## config.mk

```make
export PLATFORM = sky130hd
export DESIGN_NAME = ft245_sff_ctrl
export DESIGN_NICKNAME = d
export VERILOG_FILES = /design/src/rtl/ft245_sff_ctrl.sv
export SDC_FILE = /design/constraint.sdc
export NUM_CORES = 1
export LEC_CHECK = 0
export CAP_MARGIN = 15
export CORE_UTILIZATION = 32
export DETAILED_ROUTE_END_ITERATION = 10
export GPL_TIMING_DRIVEN = 1
export PLACE_DENSITY = 0.45
export SYNTH_ARGS = -nofsm -noshare
export SYNTH_HDL_FRONTEND = slang
export SYNTH_SLANG_ARGS = --single-unit
```

## constraint.sdc

```tcl
create_clock -name Clk -period 2.75 [get_ports Clk]
set_input_delay 0.55 -clock Clk [delete_from_list [all_inputs] [get_ports Clk]]
set_output_delay 0.55 -clock Clk [all_outputs]
set_load 0.02 [all_outputs]
```

## src/rtl/ft245_sff_ctrl.sv

```systemverilog
// FT245 synchronous-FIFO link controller: arbitrates host reads (Rx byte stream) against
// buffered egress writes (Tx FIFO), with burst limiting and a turnaround cycle between directions.
module ft245_sff_ctrl #(
  parameter int unsigned TX_DEPTH_LOG2 = 4,
  parameter int unsigned BURST_MAX     = 64
) (
  input  logic       Clk,
  input  logic       ARst,
  input  logic       RXFn,
  input  logic       TXEn,
  input  logic [7:0] DIn,
  output logic [7:0] DOut,
  output logic       DOe,
  output logic       RDn,
  output logic       WRn,
  output logic       OEn,
  output logic       RxValid,
  output logic [7:0] RxData,
  input  logic       TxValid,
  input  logic [7:0] TxData,
  output logic       TxFull,
  output logic       TxOvf
);
  localparam int unsigned Depth  = 2 ** TX_DEPTH_LOG2;
  localparam int unsigned PtrW   = TX_DEPTH_LOG2;
  localparam int unsigned CntW   = TX_DEPTH_LOG2 + 1;
  localparam int unsigned BurstW = $clog2(BURST_MAX + 1);
  localparam logic [BurstW-1:0] BurstLast = BurstW'(BURST_MAX);

  typedef enum logic [1:0] {StIdle, StRdOe, StRd, StWr} state_e;

  state_e            state_q, state_d;
  logic              rdn_q, rdn_d, wrn_q, wrn_d, oen_q, oen_d, doe_q, doe_d;
  logic [7:0]        dout_q, dout_d;
  logic              rx_valid_q, rx_valid_d;
  logic [7:0]        rx_data_q, rx_data_d;
  logic [BurstW-1:0] burst_q, burst_d, burst_inc;
  logic              last_rd_q, last_rd_d;

  logic [7:0]        mem_q [Depth];
  logic [PtrW-1:0]   wr_ptr_q, rd_ptr_q, rd_ptr_inc;
  logic [CntW-1:0]   count_q;
  logic              ovf_q;
  logic              push, pop, want_rd, want_wr;

  // Count never exceeds Depth, so its MSB alone marks full.
  assign TxFull     = count_q[CntW-1];
  assign TxOvf      = ovf_q;
  assign push       = TxValid && !TxFull;
  assign want_rd    = !RXFn;
  assign want_wr    = (count_q != '0) && !TXEn;
  assign burst_inc  = burst_q + BurstW'(1);
  assign rd_ptr_inc = rd_ptr_q + PtrW'(1);

  always_comb begin
    state_d    = state_q;
    rdn_d      = rdn_q;
    wrn_d      = wrn_q;
    oen_d      = oen_q;
    doe_d      = doe_q;
    dout_d     = dout_q;
    rx_valid_d = 1'b0;
    rx_data_d  = rx_data_q;
    burst_d    = burst_q;
    last_rd_d  = last_rd_q;
    pop        = 1'b0;
    unique case (state_q)
      StIdle: begin
        if (want_rd && (!want_wr || !last_rd_q)) begin
          state_d = StRdOe;
          oen_d   = 1'b0;
        end else if (want_wr) begin
          state_d = StWr;
          wrn_d   = 1'b0;
          doe_d   = 1'b1;
          dout_d  = mem_q[rd_ptr_q];
          burst_d = '0;
        end
      end
      StRdOe: begin
        state_d = StRd;
        rdn_d   = 1'b0;
        burst_d = '0;
      end
      StRd: begin
        if (RXFn) begin
          state_d   = StIdle;
          rdn_d     = 1'b1;
          oen_d     = 1'b1;
          last_rd_d = 1'b1;
        end else if (!rdn_q) begin
          rx_valid_d = 1'b1;
          rx_data_d  = DIn;
          burst_d    = burst_inc;
          if (burst_inc == BurstLast) begin
            state_d   = StIdle;
            rdn_d     = 1'b1;
            oen_d     = 1'b1;
            last_rd_d = 1'b1;
          end
        end
      end
      StWr: begin
        if (TXEn) begin
          // Host stalled: give the bus back, keep the head byte queued.
          state_d   = StIdle;
          wrn_d     = 1'b1;
          doe_d     = 1'b0;
          last_rd_d = 1'b0;
        end else if (!wrn_q) begin
          pop     = 1'b1;
          burst_d = burst_inc;
          if (count_q == CntW'(1) || burst_inc == BurstLast) begin
            state_d   = StIdle;
            wrn_d     = 1'b1;
            doe_d     = 1'b0;
            last_rd_d = 1'b0;
          end else begin
            dout_d = mem_q[rd_ptr_inc];
          end
        end
      end
      default: state_d = StIdle;
    endcase
  end

  always_ff @(posedge Clk) begin
    if (ARst) begin
      state_q    <= StIdle;
      rdn_q      <= 1'b1;
      wrn_q      <= 1'b1;
      oen_q      <= 1'b1;
      doe_q      <= 1'b0;
      dout_q     <= 8'h00;
      rx_valid_q <= 1'b0;
      rx_data_q  <= 8'h00;
      burst_q    <= '0;
      last_rd_q  <= 1'b0;
    end else begin
      state_q    <= state_d;
      rdn_q      <= rdn_d;
      wrn_q      <= wrn_d;
      oen_q      <= oen_d;
      doe_q      <= doe_d;
      dout_q     <= dout_d;
      rx_valid_q <= rx_valid_d;
      rx_data_q  <= rx_data_d;
      burst_q    <= burst_d;
      last_rd_q  <= last_rd_d;
    end
  end

  always_ff @(posedge Clk) begin
    if (ARst) begin
      wr_ptr_q <= '0;
      rd_ptr_q <= '0;
      count_q  <= '0;
      ovf_q    <= 1'b0;
    end else begin
      if (push) wr_ptr_q <= wr_ptr_q + PtrW'(1);
      if (pop)  rd_ptr_q <= rd_ptr_inc;
      if (push && !pop)      count_q <= count_q + CntW'(1);
      else if (!push && pop) count_q <= count_q - CntW'(1);
      if (TxValid && TxFull) ovf_q <= 1'b1;
    end
  end

  always_ff @(posedge Clk) begin
    if (push) mem_q[wr_ptr_q] <= TxData;
  end

  assign RDn     = rdn_q;
  assign WRn     = wrn_q;
  assign OEn     = oen_q;
  assign DOe     = doe_q;
  assign DOut    = dout_q;
  assign RxValid = rx_valid_q;
  assign RxData  = rx_data_q;

endmodule

```

==> results of run 1 <==
-- area by class of cell --
cell class | count | area [sq um] | share of cell area
clock inverter | 14 | 146 | 0.0148
clock buffer | 18 | 439 | 0.0444
timing repair buffer | 84 | 771 | 0.0780
tap | 330 | 413 | 0.0418
inverter | 9 | 33.8 | 0.00342
multi-input combinational | 319 | 3250 | 0.329
sequential | 177 | 4830 | 0.488
-- state kept, by name (all words and copies together) (netlist names), 2 cells and up, named ones only --
register	count
rd_ptr_q	4
DOut	8
count_q	5
burst_q	7
wr_ptr_q	4
mem_q	128
state_q	2
RxData	8
-- through the flow --
stage / util / setup WS [ns] / power, uW / std cells / hold WS [ns]
after floorplan: - / 0.527 / 3850 / 537 / 0.468
after global placement: 0.368 / 0.240 / 4300 / 919 / 0.448
after detailed placement: 0.368 / 0.233 / 4320 / 919 / 0.456
after CTS: 0.391 / 0.409 / 6700 / 951 / 0.474
after global routing: 0.391 / 0.279 / 6920 / 951 / 0.480
final: 0.391 / 0.412 / 6640 / 951 / 0.471
-- Yosys cell counts, types with 2 or more instances --
cell type / number
nor3_1: 7
nand4_1: 4
buf_1: 5
a31oi_1: 2
dfxtp_1: 49
or2_1: 3
xor2_1: 7
o2bb2ai_1: 8
buf_2: 8
nor2_1: 50
or4_1: 2
o21ai_0: 15
a221oi_1: 8
ha_1: 16
inv_1: 9
and3_1: 2
mux2_2: 17
nor3b_1: 2
nand3b_1: 2
o21ai_1: 4
nand3_1: 5
or3_1: 2
nand2b_1: 2
edfxtp_1: 128
a211oi_1: 3
and2_1: 2
mux4_2: 64
nor2b_1: 7
clkbuf_1: 19
a21oi_1: 22
mux2i_1: 21
o221ai_1: 9
xnor2_1: 4
nand2_1: 15
-- kinds of logic (layout without fill, tap and decap cells) --
group / count (synthesis) / in the layout
DFF: 177 / 177
adders and majority gates: 16 / 16
buffers and inverters: 41 / 125
and+or+nand+nor: 109 / 109
muxes: 102 / 102
xor gates and xnor gates: 11 / 11
AOI/OAI and AO/OA: 81 / 81
-- layout by cell type, fill, tap and decap left out, types with 9 or more instances in the layout --
cell type and count:
mux4_2 64, dfxtp_1 47, nor2_1 50, ha_1 16
clkbuf_16 17, o21ai_0 15, mux2_2 17, clkdlybuf4s50_1 42
nand2_1 15, a21oi_1 22, mux2i_1 21, edfxtp_1 128
inv_1 9, buf_4 38, o221ai_1 9
-- layer usage --
| layer | global-route usage | part of all wire |
|---|---|---|
| met2 | 0.276 | 0.50 |
| met1 | 0.216 | 0.45 |
| met4 | 0.0583 | 0.019 |
| met3 | 0.0328 | 0.037 |
| met5 | 0 | 0 |
-- worst max-delay path by stage --
stage / to / slack (ns) / start
floorplan: count_q[4]$_SDFFE_PP0P_ / 0.53 / TXEn
global placement: count_q[4]$_SDFFE_PP0P_ / 0.24 / TXEn
detailed placement: count_q[4]$_SDFFE_PP0P_ / 0.23 / TXEn
CTS: DOut[4]$_SDFFE_PP0P_ / 0.41 / burst_q[0]$_SDFFE_PP0P_
global route: DOut[7]$_SDFFE_PP0P_ / 0.28 / burst_q[0]$_SDFFE_PP0P_
finish: DOut[5]$_SDFFE_PP0P_ / 0.41 / burst_q[0]$_SDFFE_PP0P_
-- power groups by stage --
stage          clock network [uW]  registers (uW)  logic (uW)
6_report                     2380            3120        1140
5_1_grt                      2540            3140        1240
4_1_cts                      2430            3120        1160
3_5_place_dp                    0            3170        1150
3_3_place_gp                    0            3170        1140
2_1_floorplan                   0            3220         629
-- worst max-delay path, cell delays in order (launching register included) --
cell and delay [ns]:
dfxtp_1 0.38, ha_1 0.24, nand3_1 0.16, or3_4 0.42, a22oi_4 0.29, a21oi_4 0.09, a311oi_4 0.50, o2bb2ai_1 0.17
==> out/metrics.cfg, run 1 <==
[clocking]
cts_tree=done
clock-sinks=177
ctsResizeCount=0
ctsRootBufferMaster=clkbuf_16
clk_latency_ns=0.43
clkTransAtPathRegs_ns=0.08
post_cts_buffers=0
clockBufferDepth=2
ctsHoldBuffers=0
cts_max_level=4
cts_buffers=17

[place]
place.port_buffers=43
gp_congestion=0.766
dp_hpwl_mm=13.7
placed_cell_area_sq_um=9300

[synthesis]
yosys.area_share.simple=0.0639
synth_top_family_by_area=multiplexers
synth-edff-count=128
ys_types=48
synth_compound_area_frac=0.0713
async_flop_share=0
ys.flop_type=edfxtp_1
synth.mux.area_fraction=0.224
synth_top_area_share=0.466
syn_nets=574
ys_ff_latch=177
synth_cells=537
synth_xor_area_frac=0.0117
synth_top_area_cell=edfxtp_1
syn_area_per_cell_sq_um=15.3
ys_warn_count=0
synth_adder_area_share=0.0243
synthTopCellsByArea=edfxtp_1 47%, mux4_2 17%, dfxtp_1 12%, mux2i_1 2.6%, ha_1 2.4%
syn_area_sq_um=8240
synth-seq-area-share=0.585

[hold_path]
hold_path_end=DOut[0]$_SDFFE_PP0P_
hp-class=flip-flop to flip-flop
min_path_cells=1
min_from=DOut[0]$_SDFFE_PP0P_

[worst_setup_path]
path_class=flip-flop to flip-flop
cp_max_fo=8
reg2reg_setup_slack_ns=0.41
worstReg2RegEnd=DOut[5]$_SDFFE_PP0P_
cp-end-kind=flip-flop
r2r_cells=7
crit_path_start_kind=flip-flop
arrival_ns=2.70
worst_ep_required_time_ns=3.11
worstReg2RegStart=burst_q[0]$_SDFFE_PP0P_

[power]
power.internal_uw=4750
seq_power_share=0.470
p_sw_uw=1890
comb_power_share=0.172
p_leak_uw=0.00313
ir_drop_mv=0.307
power.density_nw_per_um2=671
netSwitchingFraction=0.285
clkPwrFrac=0.358

[status]
outcome=complete, no violations

[global_routing]
grt_pass1_wl_mm=31.4
grt-ovfl-total=0
antenna_found_initial=0
grt.total_usage=0.166
grt_pass1_vias=5141
grt_max_degree=33

[layout]
diodes=0
final_net_count=645
post-route-cell-area_sq_um=9880
layout-drive-gt1-share=0.266
area_growth_syn_to_layout_pct=19.9
fillCellCount=2338

[sta]
max_freq_ghz=0.428
drv_slew=0
min_period_ns=2.34
max_slew_margin=0.618
final-hold-violation-count=0
rsz0062_at_grt=no
min_period_over_period=0.850
setup_tns_ns=0
setup_viol=0
skew_ns=0.0128
max_slew.worst_pin.slew_ns=0.571

[routing]
wl_mm=21.1
vias=5019
drtIter0Drc=433
ant_nets=0
wl_per_cell_um=22.2
vias_per_cell=5.28
drcViolationCount=0
firstDrtPassIters=5

[floorplan]
die_y_um=162
ios=44
start_util=0.326
die_x_um=162
rows=58
dieArea_sq_um=26400
core_area_sq_um=25300

[job]
max_cap_violations=0

Note: power is estimated with default switching activity, not from simulation.
==> run 2: changes to the inputs <==
- CAP_MARGIN: 15 -> 20
==> results of run 2 <==
The final DEF is identical to that of run 1; final timing and power are the same.
==> run 3: changes to the inputs <==
- CORE_ASPECT_RATIO: default -> 2
- RECOVER_POWER: default -> 50
==> out/metrics.cfg, run 3 (synthesized netlist as in run 1, its figures left out) <==
[status]
outcome=complete, no violations  ; unchanged

[worst_setup_path]
path_cells=ha_1 -> nand3_1 -> or3_4 -> a22oi_4 -> a21oi_4 -> a311oi_4 -> o2bb2ai_1  ; unchanged
crit_path_start_kind=flip-flop  ; unchanged
cp-end-kind=flip-flop  ; unchanged
path_class=flip-flop to flip-flop  ; unchanged
cp_max_fo=8  ; unchanged
worst_ep_required_time_ns=3.11  ; about the same
cp_slowest_cell=a311oi_4  ; unchanged
arrival_ns=2.79  ; was 2.70 ns
cp_slowest_stage_delay_ns=0.55  ; was 0.50 ns

[floorplan]
start_util=0.328  ; was 0.326
core_area_sq_um=25100  ; was 25,300 sq um
die_x_um=115  ; was 162 um
rows=82  ; was 58
ios=44  ; unchanged
die_y_um=229  ; was 162 um
dieArea_sq_um=26400  ; about the same

[clocking]
post_cts_buffers=0  ; unchanged
ctsRootBufferMaster=clkbuf_16  ; unchanged
cts_max_level=4  ; unchanged
clk_latency_ns=0.44  ; was 0.43 ns
clockBufferDepth=2  ; unchanged
clock-sinks=177  ; unchanged
clkTransAtPathRegs_ns=0.07  ; was 0.08 ns
cts_tree=done  ; unchanged
ctsHoldBuffers=0  ; unchanged
ctsResizeCount=0  ; unchanged
cts_buffers=17  ; unchanged

[global_routing]
antenna_found_initial=0  ; unchanged
use_met2=0.339  ; was 0.276
grt_pass1_wl_mm=32.7  ; was 31.4 mm
grtUsageMet3=0.0360  ; was 0.0328
grt.total_usage=0.176  ; was 0.166
grt_max_degree=34  ; was 33
grt_pass1_vias=5342  ; was 5,141
top_usage_layer=met2  ; unchanged
grt_use_met1=0.178  ; was 0.216
grt-ovfl-total=0  ; unchanged

[sta]
setup_viol=0  ; unchanged
max_slew_margin=0.137  ; was 0.618
drv_slew=0  ; unchanged
final-hold-violation-count=0  ; unchanged
setup_tns_ns=0  ; unchanged
max_slew.worst_pin.slew_ns=1.29  ; was 0.571 ns
max_freq_ghz=0.413  ; was 0.428 GHz
rsz0062_at_grt=no  ; unchanged
skew_ns=0.00614  ; was 0.0128 ns
min_period_ns=2.42  ; was 2.34 ns
min_period_over_period=0.880  ; was 0.850

[routing]
wl_mm=21.7  ; was 21.1 mm
wl_per_cell_um=22.8  ; was 22.2 um
drcViolationCount=0  ; unchanged
vias=4948  ; was 5,019
ant_nets=0  ; unchanged
vias_per_cell=5.18  ; was 5.28
firstDrtPassIters=5  ; unchanged
drtIter0Drc=238  ; was 433

[hold_path]
hp-class=flip-flop to flip-flop  ; unchanged

[power]
p_leak_uw=0.00309  ; was 0.00313 uW
ir_drop_mv=0.378  ; was 0.307 mV
power_uw=6690  ; was 6640 uW
power.density_nw_per_um2=678  ; was 671 nW/um^2

[place]
place.port_buffers=43  ; unchanged
gp_congestion=0.853  ; was 0.766
dp_hpwl_mm=15.6  ; was 13.7 mm

[layout]
diodes=0  ; unchanged
fillCellCount=2361  ; was 2,338
final_net_count=643  ; was 645
final-seq-area_sq_um=4830  ; unchanged
layout-drive-gt1-share=0.247  ; was 0.266
multi_input_area_sq_um=3260  ; was 3250 sq um
final_common_cell=edfxtp_1  ; unchanged
area_growth_syn_to_layout_pct=19.7  ; was 19.9%
max_flop_register=mem_q  ; unchanged
mostFrequentLayoutCells=128 x edfxtp_1, 64 x mux4_2, 50 x nor2_1, 47 x dfxtp_1, 32 x clkdlybuf4s50_1  ; was 128 x edfxtp_1, 64 x mux4_2, 50 x nor2_1, 47 x dfxtp_1, 42 x clkdlybuf4s50_1
largest_reg_flops=128  ; unchanged

[job]
max_cap_violations=0  ; unchanged

-- run 3: changes by cell type in the layout (fill, tap and decap cells not counted), sizes merged --
| cell | change |
|---|---|
| inv | -4 |
| bufinv | +3 |
| clkdlybuf4s50 | -10 |
| buf | -11 |
| dlygate4sd3 | +11 |
| clkinv | -2 |
| clkinvlp | +4 |
| clkbuf | +7 |
-- run 3: worst paths after layout --
check                          start                   end  slack, ns  cells after the start
max reg2reg  burst_q[0]$_SDFFE_PP0P_  DOut[1]$_SDFFE_PP0P_       0.33                      7
min             DOut[0]$_SDFFE_PP0P_  DOut[0]$_SDFFE_PP0P_       0.46                      1
max          burst_q[0]$_SDFFE_PP0P_  DOut[1]$_SDFFE_PP0P_       0.33                      7
min reg2reg     DOut[0]$_SDFFE_PP0P_  DOut[0]$_SDFFE_PP0P_       0.46                      1
-- run 3: stage by stage --
| stage | cell area (sq um) | setup WS (ns) | utilization | cells | hold slack, ns |
|---|---|---|---|---|---|
| after detailed placement | 9300 | 0.132 | 0.370 | 923 | 0.453 |
| final | 9870 | 0.329 | 0.393 | 955 | 0.464 |
| after floorplan | 8240 | 0.527 | - | 537 | 0.468 |
| after CTS | 9900 | 0.338 | 0.394 | 955 | 0.466 |
| after global routing | 9870 | 0.185 | 0.393 | 955 | 0.495 |
| after global placement | 9300 | 0.125 | 0.370 | 923 | 0.455 |
-- run 3: power breakdown --
group	internal (uW)	leakage (uW)	switching [uW]
Sequential	3000	0.00155	116
Combinational	482	0.00126	639
Clock	1420	0.000276	1030
Total	4910	0.00309	1780
-- run 3: worst max-delay path: cells and delay by family, from the launching register on --
family | cells | cell delay [ns]
simple gates | 2 | 0.56
compound gates | 4 | 1.18
flops | 1 | 0.38
fa+ha+maj | 1 | 0.24
-- run 3: per-layer routing --
layer,part of all wire,routed length [um]
met1,0.35,7680
met2,0.59,12700
met3,0.037,794
met4,0.025,539
met5,0,0
-- run 3: area by class of cell --
class	instances	area share
Sequential cell	177	0.489
Clock buffer	17	0.0431
Inverter	9	0.00342
Clock inverter	15	0.0170
Tap cell	336	0.0426
Timing Repair Buffer	82	0.0741
Multi-Input combinational cell	319	0.331
